## config.mk

```make
export PLATFORM = sky130hd
export DESIGN_NAME = slice_stream
export DESIGN_NICKNAME = d
export VERILOG_FILES = /design/src/rtl/slice_stream.sv
export SDC_FILE = /design/constraint.sdc
export NUM_CORES = 1
export LEC_CHECK = 0
export CORE_MARGIN = 2
export CORE_UTILIZATION = 40
export CTS_CLUSTER_SIZE = 8
export DETAILED_ROUTE_END_ITERATION = 8
export SLEW_MARGIN = 15
export SYNTH_ARGS = -nofsm -noshare
export SYNTH_HDL_FRONTEND = slang
export SYNTH_SLANG_ARGS = --single-unit
```

## constraint.sdc

```tcl
create_clock -name clk -period 12.2 [get_ports clk]
set_clock_uncertainty 0.05 [all_clocks]
set_input_delay 1.22 -clock clk [delete_from_list [all_inputs] [get_ports clk]]
set_output_delay 1.22 -clock clk [all_outputs]
set_load 0.05 [all_outputs]
```

## src/rtl/slice_stream.sv

```systemverilog
// slice_stream: bit slicer between the input DMA word stream and branch-metric
// calculation. Buffers DATA_W-bit words MSB-first, cuts them into 2- or 3-bit
// received symbols, and emits SYM_PER_CYC symbols per beat with a lane mask,
// counting symbols against a programmed frame length.
module slice_stream #(
   parameter int DATA_W      = 16,
   parameter int SYM_PER_CYC = 2,
   parameter int BUF_W       = 32,
   parameter int LEN_W       = 16
) (
   input  logic                       clk,
   input  logic                       rst,
   input  logic                       en_s,
   input  logic                       i_start,
   input  logic                       i_code_rate,
   input  logic [LEN_W-1:0]           i_frame_len,
   input  logic                       i_data_valid,
   input  logic [DATA_W-1:0]          i_data_frame,
   output logic                       o_data_ready,
   output logic [3*SYM_PER_CYC-1:0]   o_rx,
   output logic [SYM_PER_CYC-1:0]     o_rx_mask,
   output logic                       o_rx_valid,
   input  logic                       i_rx_ready,
   output logic                       o_ood,
   output logic                       o_busy
);

   localparam int FILL_W = $clog2(BUF_W + 1);
   localparam int SYM_W  = $clog2(SYM_PER_CYC + 1);

   typedef enum logic [1:0] {S_IDLE, S_RUN, S_DONE} state_t;

   state_t                     state_q;
   logic                       rate_q;
   logic [LEN_W-1:0]           remain_q;
   logic [BUF_W-1:0]           buf_q, buf_d;
   logic [FILL_W-1:0]          fill_q, fill_d;
   logic [3*SYM_PER_CYC-1:0]   rx_q, rx_d;
   logic [SYM_PER_CYC-1:0]     mask_q, mask_d;
   logic                       rx_valid_q;
   logic                       ood_q;

   logic [SYM_W-1:0]           nsym;
   logic [FILL_W-1:0]          need_bits;
   logic [FILL_W-1:0]          consume;
   logic                       active;
   logic                       accept;
   logic                       load;
   logic                       last_taken;

   // Beat size and bit cost: the last beat of a frame may carry fewer symbols.
   always_comb begin
      if (remain_q >= LEN_W'(SYM_PER_CYC)) nsym = SYM_W'(SYM_PER_CYC);
      else                                 nsym = SYM_W'(remain_q);
      need_bits = rate_q ? FILL_W'(nsym) * FILL_W'(3) : FILL_W'(nsym) * FILL_W'(2);
   end

   // A start pulse owns its cycle, so no data moves while one is present.
   assign active       = en_s && !i_start && (state_q == S_RUN);
   assign o_data_ready = active && (fill_q <= FILL_W'(BUF_W - DATA_W));
   assign accept       = o_data_ready && i_data_valid;
   assign load         = active && (remain_q != '0) && (fill_q >= need_bits) &&
                         (!rx_valid_q || i_rx_ready);
   assign last_taken   = active && (remain_q == '0) && rx_valid_q && i_rx_ready;

   // Bit buffer: earliest bit sits at the MSB; consume from the top, append below fill.
   always_comb begin
      // NOTE: every always_comb output gets a default first so no path can infer a latch.
      consume = load ? need_bits : '0;
      buf_d   = buf_q << consume;
      fill_d  = fill_q - consume;
      if (accept) begin
         buf_d  = buf_d | ({i_data_frame, {(BUF_W-DATA_W){1'b0}}} >> fill_d);
         fill_d = fill_d + FILL_W'(DATA_W);
      end
   end

   // Beat formation: lane k takes symbol k, earliest bit into the lane LSB.
   always_comb begin
      rx_d   = '0;
      mask_d = '0;
      for (int k = 0; k < SYM_PER_CYC; k++) begin
         if (SYM_W'(k) < nsym) begin
            mask_d[k] = 1'b1;
            for (int b = 0; b < 3; b++) begin
               if (rate_q)     rx_d[3*k+b] = buf_q[BUF_W-1-3*k-b];
               else if (b < 2) rx_d[3*k+b] = buf_q[BUF_W-1-2*k-b];
            end
         end
      end
   end

   // Control FSM plus all state and registered outputs.
   always_ff @(posedge clk) begin
      // NOTE: sequential state uses non-blocking assignments so every register
      // samples the pre-edge values regardless of statement order.
      if (!rst) begin
         state_q    <= S_IDLE;
         rate_q     <= 1'b0;
         remain_q   <= '0;
         // NOTE: the bit buffer is a plain register, not a RAM, so clearing it
         // on reset is cheap and keeps stale bits out of the first frame.
         buf_q      <= '0;
         fill_q     <= '0;
         rx_q       <= '0;
         mask_q     <= '0;
         rx_valid_q <= 1'b0;
         ood_q      <= 1'b0;
      end else if (en_s) begin
         if (i_start) begin
            rate_q     <= i_code_rate;
            remain_q   <= i_frame_len;
            buf_q      <= '0;
            fill_q     <= '0;
            rx_q       <= '0;
            mask_q     <= '0;
            rx_valid_q <= 1'b0;
            if (i_frame_len == '0) begin
               state_q <= S_DONE;
               ood_q   <= 1'b1;
            end else begin
               state_q <= S_RUN;
               ood_q   <= 1'b0;
            end
         end else begin
            case (state_q)
               S_RUN: begin
                  buf_q  <= buf_d;
                  fill_q <= fill_d;
                  if (load) begin
                     rx_q       <= rx_d;
                     mask_q     <= mask_d;
                     rx_valid_q <= 1'b1;
                     remain_q   <= remain_q - LEN_W'(nsym);
                  end else if (i_rx_ready) begin
                     rx_valid_q <= 1'b0;
                  end
                  if (last_taken) begin
                     state_q <= S_DONE;
                     ood_q   <= 1'b1;
                     buf_q   <= '0;
                     fill_q  <= '0;
                  end
               end
               default: ;  // IDLE and DONE only leave on i_start
            endcase
         end
      end
   end

   assign o_rx       = rx_q;
   assign o_rx_mask  = mask_q;
   assign o_rx_valid = rx_valid_q;
   assign o_ood      = ood_q;
   assign o_busy     = (state_q == S_RUN);

endmodule

```

==> reports/qor.tcl, run 1 <==
set qor(run_status) {completed}
set qor(cts_made_buffers) 9
set qor(flow.area_growth_from_synthesis_pct) 14.8
set qor(post-layout-total-power_uw) 622
set qor(fin_util_pct) 46.5
set qor(synth-seq-area-share_pct) 22.6
set qor(grt_overall_usage_pct) 23.3
set qor(remaining_antenna_violation_count) 0
set qor(totalNegativeSetupSlack_ns) 0
set qor(maxSlewViolCount) 0
set qor(power_leakage_nw) 2.66
set qor(synth_edf_count) 0
set qor(post_synth_and_or_nand_nor_area_fraction_pct) 21.2
set qor(most_frequent_cells_after_synthesis) {mux2i_1, nand2_1, dfxtp_1, nor2_1, a21oi_1}
set qor(ctsRootBufferMaster) {clkbuf_16}
set qor(timing.rr.end) {buf_q[7]}
set qor(dr.first_iter.drc_count) 549
set qor(holdCritPathClass) {reg2reg}
set qor(yosysWarningCount) 0
set qor(port_buffers) 50
set qor(maxSlewHeadroom_pct) 31.1
set qor(required_time_worst_endpoint_ns) 12.38
set qor(coreArea_sq_um) 14400
set qor(cellInternalPower_uw) 415
set qor(timing.rr.start) {remain_q[11]}
set qor(die_width_um) 125
set qor(slowest_delay_ns) 0.69
set qor(grt_start_max_net_pins) 40
set qor(synth-xor-area-share_pct) 0.899
set qor(power_per_cell_area_nw_per_um2) 92.7
set qor(route.detailed.wl_per_inst_um) 19.3
set qor(holdBufCountCts) 0
set qor(fmax_ghz) 0.140
set qor(clk_path_buf_depth) 2
set qor(yosys_register_bits) 66
set qor(drive_gt1_share_pct) 8.71
set qor(logic_gate_share_of_total_power_pct) 24.4
set qor(setup_repair_after_global_routing_missed_its_margin) {false}
set qor(final-hold-violation-count) 0
set qor(firstDrtPassIters) 5
set qor(post-route-worst-setup-slack_ns) 5.04
set qor(overall_die_area_sq_um) 15600
set qor(via_count) 5808
set qor(worst-endpoint-arrival_ns) 7.33
set qor(hold-path-cell-count) 2
set qor(worst_setup_path_start_kind) {flop}
set qor(grt_pass1_vias) 5575
set qor(synth.most_common_cell) {mux2i_1}
set qor(route.detailed.drc) 0
set qor(floorplan.initialDensity_pct) 40.5
set qor(syn-cell-area_sq_um) 5840
set qor(syn-instance-count) 747
set qor(synth.mux.area_fraction_pct) 23.2
set qor(antenna_violations_before_repair) 0
set qor(yosys.area_share.adder_pct) 2.70
set qor(post_cts_buffers) 0
set qor(switching_share_pct) 33.2
set qor(cp_common_cell) {ha_1}
set qor(critPathTopFamily) {compound AO/OA/AOI/OAI gates}
set qor(multiInputGateArea_sq_um) 4260
set qor(global_route_wire_length_before_repair_um) 29700
set qor(layout.area.seq_sq_um) 1320
set qor(post-synth-top-area-fraction_pct) 22.6
set qor(number_of_standard_cell_rows_in_the_floorplan) 44
set qor(placement.setup.worst_slack_ns) 5.16
set qor(clkLatencyLatePin_ns) 0.35
set qor(place_congestion) 0.916
set qor(maxCapViolCount) 0
set qor(globalRouteOverflowTotal) 0
set qor(cp.buffers_inverters) 4
set qor(tritoncts_num_sinks) 66
set qor(worstHoldStart) {o_rx_mask[1]}
set qor(pwr-share-seq_pct) 36.6
set qor(async_reset_ff_share_pct) 0
set qor(place.detailed.hpwl_um) 13400
set qor(worst_slew_pin_slew_ns) 1.03
set qor(pin_count) 51
set qor(yosys_cell_types) 76
set qor(synthesis.area_per_instance_sq_um) 7.82
set qor(final-setup-viol-count) 0
set qor(synthDominantAreaCellType) {dfxtp_1}
set qor(chipHeight_um) 125
set qor(holdPathEnd) {o_rx_mask[1]}
set qor(cell_with_the_biggest_individual_delay_on_the_critical_path) {o311ai_0}
set qor(post_drt_via_cell_ratio) 6.09
set qor(finalHoldWorstSlack_ns) 0.418
set qor(layout.filler_cells) 1446
set qor(main_combinational_cell_family_by_area_after_synthesis) {compound AO/OA/AOI/OAI gates}
set qor(synth_top_flop_cell) {dfxtp_1}
set qor(synth_compound_area_share_pct) 24.0
set qor(total_switching_power_uw) 207
set qor(worst_setup_path_end_kind) {flop}
set qor(regToRegSetupSlack_ns) 5.04
set qor(share_clk_of_total_power_pct) 39.0
set qor(vdd_drop_max_uv) 66.0
set qor(reg2reg_depth) 23
set qor(timing.critical_path.cells) {nor4_4, and4b_1, nand2_2, inv_2, nand2_1, ha_1, nand2b_1, o21a_1, ha_1, o211ai_1, o21ai_1, nand2_1, a211oi_4, buf_4, inv_2, ha_1, xor2_1, buf_4, mux4_2, and2_0, o311ai_0, nor2_1, o311a_1}
set qor(period_needed_ns) 7.16
set qor(criticalPathCategory) {reg2reg}
set qor(fin_nets) 815
set qor(drt-total-wl_um) 18400
set qor(clock_slew_at_the_register_clock_pins_of_the_worst_setup_and_hold_paths_ns) 0.06
set qor(min_period_over_period_pct) 58.7
set qor(synth.top_cells.by_area) {dfxtp_1, mux2i_1, nand2_1}
set qor(tritoncts) {yes}
set qor(htree_depth) 3
set qor(post_cts_resize_count) 0
set qor(critPathMaxFanout) 32
set qor(num_antenna_cells) 0
[registers in the layout (all words and copies together) (netlist names)]
register    flops
remain_q       16
buf_q          32
state_q         2
o_rx            6
rate_q          1
o_rx_mask       2
o_rx_valid      1
fill_q          6
[layout by cell type (no fill, tap or decap), types with 7 or more instances in the layout]
master	n
nor2_1	65
a21oi_1	52
a22oi_1	9
nor3_1	15
and2_1	18
mux2_2	13
o21ai_0	43
nand3_1	12
ha_1	11
dfxtp_1	66
clkdlybuf4s50_1	50
a31oi_1	22
mux4_2	7
clkbuf_16	9
buf_4	8
mux2i_1	105
a211oi_1	14
inv_1	14
nand2_1	101
[tightest hold or removal path: stages (launching register included)]
cell and delay [ns]:
dfxtp_1 0.31, nand2_1 0.05, a21oi_1 0.06
[metal layers]
metal	wire [um]	global-route usage (%)	up-vias
li1	-	-	2802
met1	8410	32.0	2757
met2	8420	37.4	211
met3	1040	3.14	38
met4	518	8.82	0
met5	0	0	-
[power by group through the flow]
stage | Clock [mW] | Combinational [mW] | Sequential, mW
after global routing | 0.254 | 0.165 | 0.228
after detailed placement | 0 | 0.149 | 0.232
final | 0.243 | 0.152 | 0.227
after global placement | 0 | 0.147 | 0.232
after floorplan | 0 | 0.100 | 0.231
after CTS | 0.246 | 0.150 | 0.227
[stage by stage]
step / cells / instance area (sq um)
final: 953 / 6710
after global routing: 953 / 6710
after CTS: 953 / 6710
after detailed placement: 937 / 6440
after global placement: 937 / 6440
after floorplan: 749 / 5850
[cells by family after synthesis]
group                    count (synthesis)
AO/OA/AOI/OAI                          210
XOR/XNOR                                 6
adder cells (fa/ha/maj)                 12
buffers and inverters                   72
flip-flops                              66
multiplexers                           125
other                                    1
AND/OR/NAND/NOR                        255
[worst max-delay path by stage]
stage | startpoint | to | slack (ns) | cells after the start
after floorplan | remain_q[11] | buf_q[6] | 6.73 | 25
after global placement | remain_q[11] | buf_q[7] | 5.30 | 23
after detailed placement | remain_q[11] | buf_q[7] | 5.16 | 23
after CTS | remain_q[11] | buf_q[7] | 5.10 | 23
after global routing | remain_q[11] | buf_q[7] | 4.70 | 23
final | remain_q[11] | buf_q[7] | 5.04 | 23
[area by class of cell]
class                      count  share of cell area, %
clock buffer                  10                   3.41
sequential                    66                   19.7
multi-input combinational    611                   63.4
tap                          184                   3.43
timing repair buffer          58                   8.36
clock inverter                 6                  0.653
inverter                      18                   1.01
(Power assumes the default switching activity.)
==> inputs of run 2 (changes only) <==
==> constraint.sdc (replaced) <==
create_clock -name clk -period 7.3 [get_ports clk]
set_clock_uncertainty 0.05 [all_clocks]
set_input_delay 0.73 -clock clk [delete_from_list [all_inputs] [get_ports clk]]
set_output_delay 0.73 -clock clk [all_outputs]
set_load 0.05 [all_outputs]
==> run 2 against run 1 <==
- worst hold slack got worse by 0.011 ns
- utilization is 0.43 points higher
- largest power group unchanged
- setup slack worse by 4.2 ns
- critical endpoint unchanged
- first-iteration DRC count rose by 9.3%
- via count grew 1.7%
- cell count grew 0.52%
- global-route usage is essentially flat
- combinational power increased by 68%
- clock-buffer cell count unchanged
- cell area grew 0.91%
==> reports/qor.tcl, run 2 (synthesis gave the netlist of run 1 again) <==
set qor(top_register) {buf_q}
set qor(post-route-worst-setup-slack_ns) 0.881 ;# -4.16 ns
set qor(htree_depth) 3 ;# unchanged
set qor(finalInstanceArea_sq_um) 6770 ;# +0.91%
set qor(clk_path_buf_depth) 2 ;# unchanged
set qor(via_count) 5905 ;# +1.7%
set qor(totalNegativeSetupSlack_ns) 0 ;# unchanged
set qor(flow.area_growth_from_synthesis_pct) 15.9
set qor(cp.buffers_inverters) 3 ;# -1
set qor(grt_start_max_net_pins) 40 ;# unchanged
set qor(antenna_violations_before_repair) 0 ;# unchanged
set qor(layout.filler_cells) 1443 ;# -0.21%
set qor(route.detailed.wl_per_inst_um) 19.1 ;# -1.0%
set qor(place_congestion) 0.900 ;# -1.8%
set qor(clkLatencyLatePin_ns) 0.35 ;# about the same
set qor(coreArea_sq_um) 14400 ;# unchanged
set qor(grt_pass1_vias) 5578 ;# +0.054%
set qor(mostFrequentLayoutCell) {mux2i_1}
set qor(required_time_worst_endpoint_ns) 7.48 ;# -4.90 ns
set qor(globalRouteOverflowTotal) 0 ;# unchanged
set qor(run_status) {completed}
set qor(timing.rr.start) {remain_q[11]}
set qor(worst_setup_path_end_kind) {flop}
set qor(maxSlewViolCount) 0 ;# unchanged
set qor(layout.area.seq_sq_um) 1320 ;# unchanged
set qor(ctsRootBufferMaster) {clkbuf_16}
set qor(remaining_antenna_violation_count) 0 ;# unchanged
set qor(grt.busiest_layer) {met2}
set qor(tritoncts) {yes}
set qor(global_route_wire_length_before_repair_um) 29700 ;# +0.23%
set qor(power_leakage_nw) 2.70 ;# +1.6%
set qor(post_cts_buffers) 0 ;# unchanged
set qor(worst-endpoint-arrival_ns) 6.60 ;# -0.73 ns
set qor(drt-total-wl_um) 18300 ;# -0.52%
set qor(chipHeight_um) 125 ;# unchanged
set qor(placement.setup.worst_slack_ns) 0.942 ;# -4.21 ns
set qor(layout_top_registers) {buf_q: 32 flops, remain_q: 16 flops}
set qor(holdBufCountCts) 0 ;# unchanged
set qor(min_period_over_period_pct) 87.9 ;# +29 points
set qor(worst_setup_path_start_kind) {flop}
set qor(finalHoldWorstSlack_ns) 0.407 ;# -0.0112 ns
set qor(setup_repair_after_global_routing_missed_its_margin) {false}
set qor(vdd_drop_max_uv) 110 ;# +66%
set qor(period_needed_ns) 6.42 ;# -0.737 ns
set qor(post_drt_via_cell_ratio) 6.16 ;# +1.1%
set qor(cts_made_buffers) 9 ;# unchanged
set qor(multiInputGateArea_sq_um) 4260 ;# unchanged
set qor(num_antenna_cells) 0 ;# unchanged
set qor(gr-usage-met2_pct) 36.8 ;# -0.61 points
set qor(die_width_um) 125 ;# unchanged
set qor(final-setup-viol-count) 0 ;# unchanged
set qor(fin_nets) 820 ;# +0.61%
set qor(critPathTopFamily) {compound AO/OA/AOI/OAI gates}
set qor(slowest_delay_ns) 0.55 ;# -0.14 ns
set qor(maxCapViolCount) 0 ;# unchanged
set qor(dr.first_iter.drc_count) 600 ;# +9.3%
set qor(number_of_standard_cell_rows_in_the_floorplan) 44 ;# unchanged
set qor(worst_slew_pin_slew_ns) 1.00 ;# -0.0300 ns
set qor(grt_util_met3_pct) 3.74 ;# +0.60 points
set qor(timing.critical_path.cells) {nor4_4, and4b_1, nand2_2, inv_2, nand2_1, ha_1, nand2b_1, o21a_1, ha_1, o211ai_1, o21ai_1, nand2_1, a211oi_4, inv_2, ha_1, xor2_1, buf_4, mux4_2, and2_0, o311ai_0, nor2_1, o311a_1}
set qor(drive_gt1_share_pct) 9.30 ;# +0.59 points
set qor(firstDrtPassIters) 5 ;# unchanged
set qor(grt_overall_usage_pct) 23.3 ;# about the same
set qor(maxSlewHeadroom_pct) 32.9 ;# +1.8 points
set qor(timing.critical_path.from) {remain_q[11]}
set qor(criticalPathCategory) {reg2reg}
set qor(cp_common_cell) {ha_1}
set qor(placedInstanceArea_sq_um) 6470 ;# +0.58%
set qor(port_buffers) 50 ;# unchanged
set qor(pin_count) 51 ;# unchanged
set qor(cell_with_the_biggest_individual_delay_on_the_critical_path) {and4b_1}
set qor(overall_die_area_sq_um) 15600 ;# unchanged
set qor(power_per_cell_area_nw_per_um2) 159 ;# +72%
set qor(final-hold-violation-count) 0 ;# unchanged
set qor(post_cts_resize_count) 0 ;# unchanged
set qor(mostFrequentLayoutCells) {mux2i_1, nand2_1, dfxtp_1}
set qor(fmax_ghz) 0.156 ;# +11%
set qor(worstHoldStart) {o_rx_mask[1]}
set qor(holdCritPathClass) {reg2reg}
set qor(fin_util_pct) 46.9 ;# +0.43 points
set qor(grt.met1_usage_pct) 32.7 ;# +0.78 points
set qor(place.detailed.hpwl_um) 13300 ;# -0.79%
set qor(tritoncts_num_sinks) 66 ;# unchanged
set qor(critPathMaxFanout) 26 ;# -19%
set qor(max_reg_flops) 32 ;# unchanged
set qor(route.detailed.drc) 0 ;# unchanged
set qor(floorplan.initialDensity_pct) 40.5 ;# unchanged
set qor(clock_slew_at_the_register_clock_pins_of_the_worst_setup_and_hold_paths_ns) 0.06 ;# about the same
[run 2: worst paths after layout]
path	endpoint	slack (ns)	cells after the start
setup reg to reg	buf_q[7]	0.88	22
setup / recovery	buf_q[7]	0.88	22
hold / removal	o_rx_mask[1]	0.41	2
hold reg to reg	o_rx_mask[1]	0.41	2
[run 2: layer usage]
layer  wire length [um]  share of wire [%]  vias to the layer above
met2               8280                 45                      207
met5                  0                  0                        -
li1                   -                  -                     2810
met4                398                2.2                        0
met1               8610                 47                     2856
met3               1010                5.5                       32
[run 2: cell type report]
class	instances	area share (%)
Multi-Input combinational cell	611	62.9
Sequential cell	66	19.5
Timing Repair Buffer	63	8.83
Tap cell	184	3.40
Clock buffer	10	3.38
Clock inverter	6	0.998
Inverter	18	0.998
[run 2: worst reg2reg max path: stages (launching register included)]
cell and delay [ns]:
dfxtp_1 0.37, nor4_4 0.35, and4b_1 0.55, nand2_2 0.19, inv_2 0.14, nand2_1 0.10
ha_1 0.28, nand2b_1 0.16, o21a_1 0.14, ha_1 0.27, o211ai_1 0.09, o21ai_1 0.48
nand2_1 0.21, a211oi_4 0.23, inv_2 0.27, ha_1 0.48, xor2_1 0.20, buf_4 0.29
mux4_2 0.35, and2_0 0.16, o311ai_0 0.53, nor2_1 0.08, o311a_1 0.35
[run 2: power breakdown]
group / total [mW] / switching (mW) / internal [mW]
clock network: 0.443 / 0.178 / 0.265
logic: 0.256 / 0.159 / 0.0964
registers: 0.380 / 0.0115 / 0.369
total: 1.08 / 0.349 / 0.730
[run 2: per-stage QoR]
step	power, mW	std cells
after floorplan	0.554	749
after global placement	0.635	942
after detailed placement	0.638	942
after CTS	1.08	958
after global routing	1.12	958
final	1.08	958
